**src/rtl/ps2_scancode_rx.sv**
```systemverilog
// ps2_scancode_rx: PS/2 keyboard receiver with make/break decode.
// Presents the scan code of the currently held key on codigo (8'h00 = none).
// Optional feature macro: PS2_PARITY_CHECK_EN (odd parity check on each frame).
//
// Handshake note: code_stb and frame_err are single-cycle, unacknowledged
// pulses; there is no ready path. codigo/key_held are level outputs that only
// change on the clock edge that raises code_stb.
module ps2_scancode_rx #(
    parameter int FILTER_LEN  = 8,
    parameter int TIMEOUT_CYC = 200000
) (
    input  logic       clk,
    input  logic       rst,
    input  logic       ps2_clk,
    input  logic       ps2_data,
    output logic [7:0] codigo,
    output logic       key_held,
    output logic       code_stb,
    output logic       frame_err,
    output logic [1:0] rx_state_dbg,
    output logic [1:0] dec_state_dbg
);

    localparam int FW = $clog2(FILTER_LEN + 1);
    localparam int TW = $clog2(TIMEOUT_CYC + 1);

    typedef enum logic [1:0] {RX_IDLE, RX_DATA, RX_PAR, RX_STOP} rx_state_t;
    typedef enum logic [1:0] {D_IDLE, D_BRK, D_EXT, D_EXTBRK} dec_state_t;

    logic            clk_s1, clk_s2, data_s1, data_s2;
    logic            clk_filt;
    logic [FW-1:0]   flt_cnt;
    logic            fall_edge;
    logic [TW-1:0]   to_cnt;
    logic            timeout;
    logic [2:0]      bit_cnt;
    logic [7:0]      shreg;
    logic            par_bit;
    logic            par_ok;
    logic            byte_ok;
    logic            rx_err;
    rx_state_t       rx_state, rx_next;
    dec_state_t      dec_state, dec_next;
    logic [7:0]      codigo_nxt;

    // Two-flop synchronisers; lines idle high so reset to 1.
    always_ff @(posedge clk or posedge rst) begin
        if (rst) begin
            clk_s1  <= 1'b1;
            clk_s2  <= 1'b1;
            data_s1 <= 1'b1;
            data_s2 <= 1'b1;
        end else begin
            clk_s1  <= ps2_clk;
            clk_s2  <= clk_s1;
            data_s1 <= ps2_data;
            data_s2 <= data_s1;
        end
    end

    // Glitch filter: accept a new clock level only after FILTER_LEN cycles of disagreement.
    always_ff @(posedge clk or posedge rst) begin
        if (rst) begin
            clk_filt <= 1'b1;
            flt_cnt  <= '0;
        end else if (clk_s2 == clk_filt) begin
            flt_cnt <= '0;
        end else if (flt_cnt == FW'(FILTER_LEN - 1)) begin
            clk_filt <= clk_s2;
            flt_cnt  <= '0;
        end else begin
            flt_cnt <= flt_cnt + 1'b1;
        end
    end

    // The sample point is the cycle on which the filtered clock is about to fall.
    assign fall_edge = clk_filt & ~clk_s2 & (flt_cnt == FW'(FILTER_LEN - 1));

    // An edge on the expiry cycle keeps the frame alive.
    assign timeout = (rx_state != RX_IDLE) && !fall_edge &&
                     (to_cnt == TW'(TIMEOUT_CYC - 1));

    // Inactivity counter, restarted by every edge and idle outside a frame.
    always_ff @(posedge clk or posedge rst) begin
        if (rst) begin
            to_cnt <= '0;
        end else if (rx_state == RX_IDLE || fall_edge || timeout) begin
            to_cnt <= '0;
        end else begin
            to_cnt <= to_cnt + 1'b1;
        end
    end

    // Receive datapath: shift data LSB first, count bits, capture parity.
    always_ff @(posedge clk or posedge rst) begin
        if (rst) begin
            bit_cnt <= '0;
            shreg   <= '0;
            par_bit <= 1'b0;
        end else if (rx_state == RX_IDLE) begin
            bit_cnt <= '0;
        end else if (fall_edge && rx_state == RX_DATA) begin
            shreg   <= {data_s2, shreg[7:1]};
            bit_cnt <= bit_cnt + 1'b1;
        end else if (fall_edge && rx_state == RX_PAR) begin
            par_bit <= data_s2;
        end
    end

`ifdef PS2_PARITY_CHECK_EN
    assign par_ok = ^{shreg, par_bit};
`else
    assign par_ok = 1'b1;
`endif

    // Receive FSM state register.
    always_ff @(posedge clk or posedge rst) begin
        if (rst) rx_state <= RX_IDLE;
        else     rx_state <= rx_next;
    end

    // Receive FSM next-state logic.
    always_comb begin
        rx_next = rx_state;
        if (timeout) begin
            rx_next = RX_IDLE;
        end else if (fall_edge) begin
            case (rx_state)
                RX_IDLE: if (!data_s2) rx_next = RX_DATA;
                RX_DATA: if (bit_cnt == 3'd7) rx_next = RX_PAR;
                RX_PAR:  rx_next = RX_STOP;
                RX_STOP: rx_next = RX_IDLE;
                default: rx_next = RX_IDLE;
            endcase
        end
    end

    // Receive FSM outputs: accept or reject at the stop bit, or abort on timeout.
    always_comb begin
        byte_ok = 1'b0;
        rx_err  = timeout;
        if (rx_state == RX_STOP && fall_edge) begin
            byte_ok = data_s2 & par_ok;
            rx_err  = ~(data_s2 & par_ok);
        end
    end

    // Registered strobes, one clock after the stop-bit sample point.
    always_ff @(posedge clk or posedge rst) begin
        if (rst) begin
            code_stb  <= 1'b0;
            frame_err <= 1'b0;
        end else begin
            code_stb  <= byte_ok;
            frame_err <= rx_err;
        end
    end

    // Decode FSM state register; advances only on accepted bytes.
    always_ff @(posedge clk or posedge rst) begin
        if (rst)          dec_state <= D_IDLE;
        else if (byte_ok) dec_state <= dec_next;
    end

    // Decode FSM next-state logic; keyboard error bytes always resync to idle.
    always_comb begin
        dec_next = D_IDLE;
        if (shreg != 8'h00 && shreg != 8'hFF) begin
            case (dec_state)
                D_IDLE: begin
                    if (shreg == 8'hF0)      dec_next = D_BRK;
                    else if (shreg == 8'hE0) dec_next = D_EXT;
                end
                D_EXT:   if (shreg == 8'hF0) dec_next = D_EXTBRK;
                default: dec_next = D_IDLE;
            endcase
        end
    end

    // Decode FSM output: the held key code after this byte.
    always_comb begin
        codigo_nxt = codigo;
        if (shreg != 8'h00 && shreg != 8'hFF) begin
            case (dec_state)
                D_IDLE: begin
                    if (shreg == 8'hAA)
                        codigo_nxt = 8'h00;
                    else if (shreg != 8'hF0 && shreg != 8'hE0)
                        codigo_nxt = shreg;
                end
                D_BRK:   if (shreg == codigo) codigo_nxt = 8'h00;
                default: codigo_nxt = codigo;
            endcase
        end
    end

    // Held-key register, updated together with code_stb.
    always_ff @(posedge clk or posedge rst) begin
        if (rst) begin
            codigo   <= 8'h00;
            key_held <= 1'b0;
        end else if (byte_ok) begin
            codigo   <= codigo_nxt;
            key_held <= (codigo_nxt != 8'h00);
        end
    end

    assign rx_state_dbg  = rx_state;
    assign dec_state_dbg = dec_state;

endmodule
```
**config.mk**
```make
export PLATFORM = sky130hd
export DESIGN_NAME = ps2_scancode_rx
export DESIGN_NICKNAME = d
export VERILOG_FILES = /design/src/rtl/ps2_scancode_rx.sv
export SDC_FILE = /design/constraint.sdc
export NUM_CORES = 1
export LEC_CHECK = 0
export ABC_AREA = 1
export CELL_PAD_IN_SITES_DETAIL_PLACEMENT = 0
export CELL_PAD_IN_SITES_GLOBAL_PLACEMENT = 1
export CORE_ASPECT_RATIO = 0.75
export CORE_MARGIN = 2
export CORE_UTILIZATION = 40
export DETAILED_ROUTE_END_ITERATION = 12
export PLACE_DENSITY = 0.87
export SLEW_MARGIN = 20
export SYNTH_ARGS = -nofsm -noshare
export SYNTH_HDL_FRONTEND = slang
export SYNTH_SLANG_ARGS = --single-unit
```
**constraint.sdc**
```tcl
create_clock -name clk -period 1.78 [get_ports clk]
set_input_delay 0.534 -clock clk [delete_from_list [all_inputs] [get_ports clk]]
set_output_delay 0.534 -clock clk [all_outputs]
set_load 0.005 [all_outputs]
```
# Word-level counts from Yosys, hierarchy flattened
# Cells that the tools add are included.
# totals
reg_bits	53
# classes
n_addsub	3
n_eq_ne	18
muxes	22
n_bitwise	6
n_reduce_logical	19
# ops
cell	count
8-bit two-way mux	4
8-bit == test (second input constant)	3
8-bit != test (second input constant)	3
18-bit by 1-bit adder with 18-bit output (second input constant)	1
18-bit == test (second input constant)	1
18-bit two-way mux	1
2-bit two-way mux	8
8-bit one-hot mux with 2 select lines	1
8-bit nonzero test	2
8-bit == test	1
4-bit two-way mux	2
2-bit one-hot mux with 4 select lines	1
2-bit == test (second input constant)	3
1-bit logical AND	6
3-bit two-way mux	2
2-bit nonzero test	3
4-bit by 1-bit adder with 4-bit output (second input constant)	1
2-bit by 1-bit == test with 1-bit output (second input constant)	2
4-bit by 3-bit == test with 1-bit output (second input constant)	1
2-bit logical NOT	2
1-bit NOT	4
2-bit one-hot mux with 2 select lines	1
2-bit AND reduction	2
3-bit by 1-bit adder with 3-bit output (second input constant)	1
9 further kinds	12

# Logic depth before layout (Yosys ltp)
# depth
word_depth	8
ltp_mapped	15
mapped_depth_nobuf	15

# Least setup slack after synthesis
# OpenSTA, ideal clock, no wires.
# synth_path
kind	register -> register
startpoint	register to_cnt[0]
endpoint	register to_cnt[16]
t_arrival_ps	1523
t_required_ps	1661
setup_slack_ps	138
stages_incl_launch_ff	14
path_buffers	0
period_less_slack_ps	1642
path_cell_list	dfrtp_1 -> ha_1 -> nand2_2 -> inv_2 -> nand3_2 -> nor2_4 -> nand2_2 -> nor2_2 -> nand2_2 -> nor2_2 -> nand2_2 -> nor2_2 -> a21oi_1 -> o21a_1
# synth_between
elab_chain_cells	4
# synth_lines
element	line	rtl
start: declaration	34	logic [TW-1:0] to_cnt;
start signal: assignment	90	to_cnt <= to_cnt + 1'b1;
parallel branches: the longest is 3 deep, another holds 18-bit by 1-bit adder with 18-bit output	--	
18-bit two-way mux *	87	end else if (rx_state == RX_IDLE || fall_edge || timeout) begin
# Every way passes the cells marked *.
# A chain may end at the register's enable or synchronous reset.

# Worst setup path after layout
# Ends and elaborated chain as after synthesis.

==> impl_metrics.py <==
metrics = {
    "timing": {
        "hold_violations": 0,
        "grt_setup_unrepaired": "yes",
        "period_needed_ns": 1.81,
        "fmaxAchievable_mhz": 554,
        "fin_skew_ns": 0.00867,
        "slew_headroom_pct": 74.7,
        "tightest_slew_ns": 0.378,
        "fin_hold_ws_ns": 0.361,
        "setup_ws_ns": -0.0265,
        "setup_violations": 1,
        "period_share_pct": 101,
        "finalMaxSlewViolations": 0,
    },
    "power_and_ir_drop": {
        "power.switching_uw": 523,
        "p_int_uw": 1870,
        "finalPower_uw": 2390,
        "p_seq_share_pct": 53.6,
        "pwr-share-comb_pct": 6.2,
        "swShare_pct": 21.9,
        "leakage_uw": 0.00200,
        "p_per_area_nw_per_um2": 594,
        "ir_drop_mv": 0.441,
        "clkPwrFrac_pct": 40.2,
    },
    "floorplanning": {
        "num_rows": 27,
        "start_util_pct": 40.7,
        "die-area_sq_um": 8090,
        "ios": 19,
        "dieWidth_um": 103,
        "core_sq_um": 7260,
        "die_y_um": 78.4,
    },
    "critical_path": {
        "crit_fanout": 3,
        "reg2reg_to": "to_cnt[16]$_DFF_PP0_",
        "path_delay_family": "simple AND/OR/NAND/NOR gates",
        "worstSetupStartpoint": "to_cnt[0]$_DFF_PP0_",
        "crit_required_ns": 1.98,
        "r2r_start": "to_cnt[0]$_DFF_PP0_",
        "end_kind": "flop",
        "endpoint": "to_cnt[16]$_DFF_PP0_",
        "path_cells": "ha_2 > nand2_2 > inv_2 > nand3_2 > nor2_4 > nand2_2 > nor2_4 > nand2_4 > nor2_4 > nand2_2 > nor2_2 > a21oi_1 > o21a_1",
        "cp_num_cells": 13,
        "cp.arrival_ns": 2.01,
        "r2r_cells": 13,
        "critPathLaunchType": "flop",
        "cpMaxStageDelayCell": "dfrtp_1",
        "slowest_delay_ns": 0.40,
        "crit_type": "reg -> reg",
        "worst-path-buf-inv": 1,
        "reg2reg_setup_slack_ns": -0.03,
    },
    "layout": {
        "nNetsFinal": 469,
        "multi_input_area_sq_um": 1590,
        "antenna_cells": 0,
        "layout_common_cells": "107 x nand2_1, 54 x buf_4, 40 x dfrtp_1, 35 x inv_1, 24 x nor2_1",
        "drive_above_1_share_pct": 33.5,
        "seqCellArea_sq_um": 1340,
        "layout_commonest_cell": "nand2_1",
        "syn2layout_area_growth_pct": 36.5,
        "fillers": 644,
    },
    "clocking": {
        "path_clk_slew_ns": 0.10,
        "htree_levels": 2,
        "cts_hold_buffers": 0,
        "cts.path.max_buffers": 2,
        "cts_made_buffers": 5,
        "tritoncts": "done",
        "cts_root_buf": "clkbuf_8",
        "clkSinkCount": 53,
        "clk_latency_ns": 0.30,
    },
    "route": {
        "drtIter0Drc": 266,
        "drt_wl_total_mm": 7.25,
        "first_pass_iters": 7,
        "drc_errors": 0,
        "ant_nets": 0,
        "num_vias": 2739,
        "wire_per_inst_um": 13.0,
        "via_per_inst": 4.91,
    },
    "synthesis": {
        "synth_fp_nets": 388,
        "synth_cell_type_count": 38,
        "synthArstFlopShare_pct": 100,
        "yosys_warnings": 0,
        "synth.top_cell.area_share_pct": 40.7,
        "synthFlopType": "dfrtp_1",
        "yosys.area.top_type": "dfrtp_1",
        "synth_area_sq_um": 2950,
        "syn_inst": 375,
        "synth-seq-area-share_pct": 45.1,
        "synth_edf_count": 0,
        "ys_ff_latch": 53,
        "syn_avg_cell_area_sq_um": 7.87,
        "synth_area_leaders": "dfrtp_1 41%, nand2_1 15%, inv_1 4.8%",
    },
    "status": {
        "violations": "setup timing",
        "status": "finished, violations left",
    },
    "global_route": {
        "gr-usage-all-layers_pct": 18.2,
        "grt_pass1_wl_mm": 11.7,
        "grt_max_degree": 54,
        "overflow": 0,
        "grt_pass1_vias": 2505,
        "grt_antenna_before_repair": 0,
    },
    "job": {
        "maxCapViolCount": 0,
    },
    "hold_path": {
        "hp-class": "reg -> reg",
    },
    "place": {
        "hpwl_mm": 4.91,
        "portBuffers": 18,
        "gp_congestion": 0.886,
    },
}
stage by stage:
stage	setup slack (ns)	TNS [ns]	cell area [sq um]	instances	util, %
floorplan	0.138	0	2960	375	-
global placement	-0.0284	-0.0284	3470	517	47.8
detailed placement	-0.0237	-0.0338	3470	517	47.8
CTS	0.00327	0	3720	539	51.2
global route	-0.152	-0.925	4030	558	55.5
finish	-0.0265	-0.0265	4030	558	55.5
state kept, by name, indices dropped and copies added (netlist names), 2 cells and up:
register and count:
bit_cnt 3, codigo 8, dec_state_dbg 2, flt_cnt 4, rx_state_dbg 2, shreg 8
to_cnt 18
worst register-to-register path, cell delays in order, from the launching register on:
cell     delay [ns]
dfrtp_1        0.40
ha_2           0.20
nand2_2        0.06
inv_2          0.06
nand3_2        0.08
nor2_4         0.11
nand2_2        0.08
nor2_4         0.14
nand2_4        0.07
nor2_4         0.14
nand2_2        0.08
nor2_2         0.11
a21oi_1        0.07
o21a_1         0.10
how the worst min path moves through the flow:
stage	from	to	slack, ns	cells after the start
after floorplan	clk_s1$_DFF_PP1_	clk_s2$_DFF_PP1_	0.35	0
after global placement	data_s1$_DFF_PP1_	data_s2$_DFF_PP1_	0.35	0
after detailed placement	clk_s1$_DFF_PP1_	clk_s2$_DFF_PP1_	0.35	0
after CTS	data_s1$_DFF_PP1_	data_s2$_DFF_PP1_	0.36	0
after global routing	clk_s1$_DFF_PP1_	clk_s2$_DFF_PP1_	0.37	0
final	clk_s1$_DFF_PP1_	clk_s2$_DFF_PP1_	0.36	0
Yosys cell counts (all sizes together), types with 5 or more instances:
cell	n
ha	9
a21oi	12
dfrtp	48
nor3	9
nand2	128
o21ai	24
inv	43
nor2	43
nand3	24
dfstp	5
kinds of logic after synthesis:
logic type / count (synthesis) / synth area share (%)
simple gates: 213 / 34.1
xor+xnor: 5 / 1.48
compound gates: 48 / 9.28
fa+ha+maj: 9 / 3.81
flops: 53 / 45.1
buf+inv: 47 / 6.19
power groups by stage:
stage / sequential (uW) / combinational, uW / clock [uW]
6_report: 1280 / 149 / 961
2_1_floorplan: 1300 / 97.3 / 0
4_1_cts: 1280 / 143 / 985
3_3_place_gp: 1300 / 134 / 0
3_5_place_dp: 1310 / 139 / 0
5_1_grt: 1290 / 176 / 1040
metal layers:
metal	wire length [um]	GRT usage (%)	up-vias
met5	0	0	-
met4	48	4.21	0
met3	354	3.12	4
met2	3160	25.6	82
met1	3690	28.9	1287
li1	-	-	1366
final cells by class:
cell class	count	share of cell area, %
repair buffers	78	16.8
inverters	43	4.10
well taps	101	3.14
clock buffers	5	1.71
flip-flops and latches	53	33.3
multi-input cells	275	39.3
clock inverters	3	1.61
what timing repair did:
action                     CTS  global route
setup endpoints to repair   14            23
pin swaps                    1            20
hold endpoints to repair     0             0
setup buffers               14            19
resized for setup           10            52
Note: power is estimated with default switching activity, not from simulation.
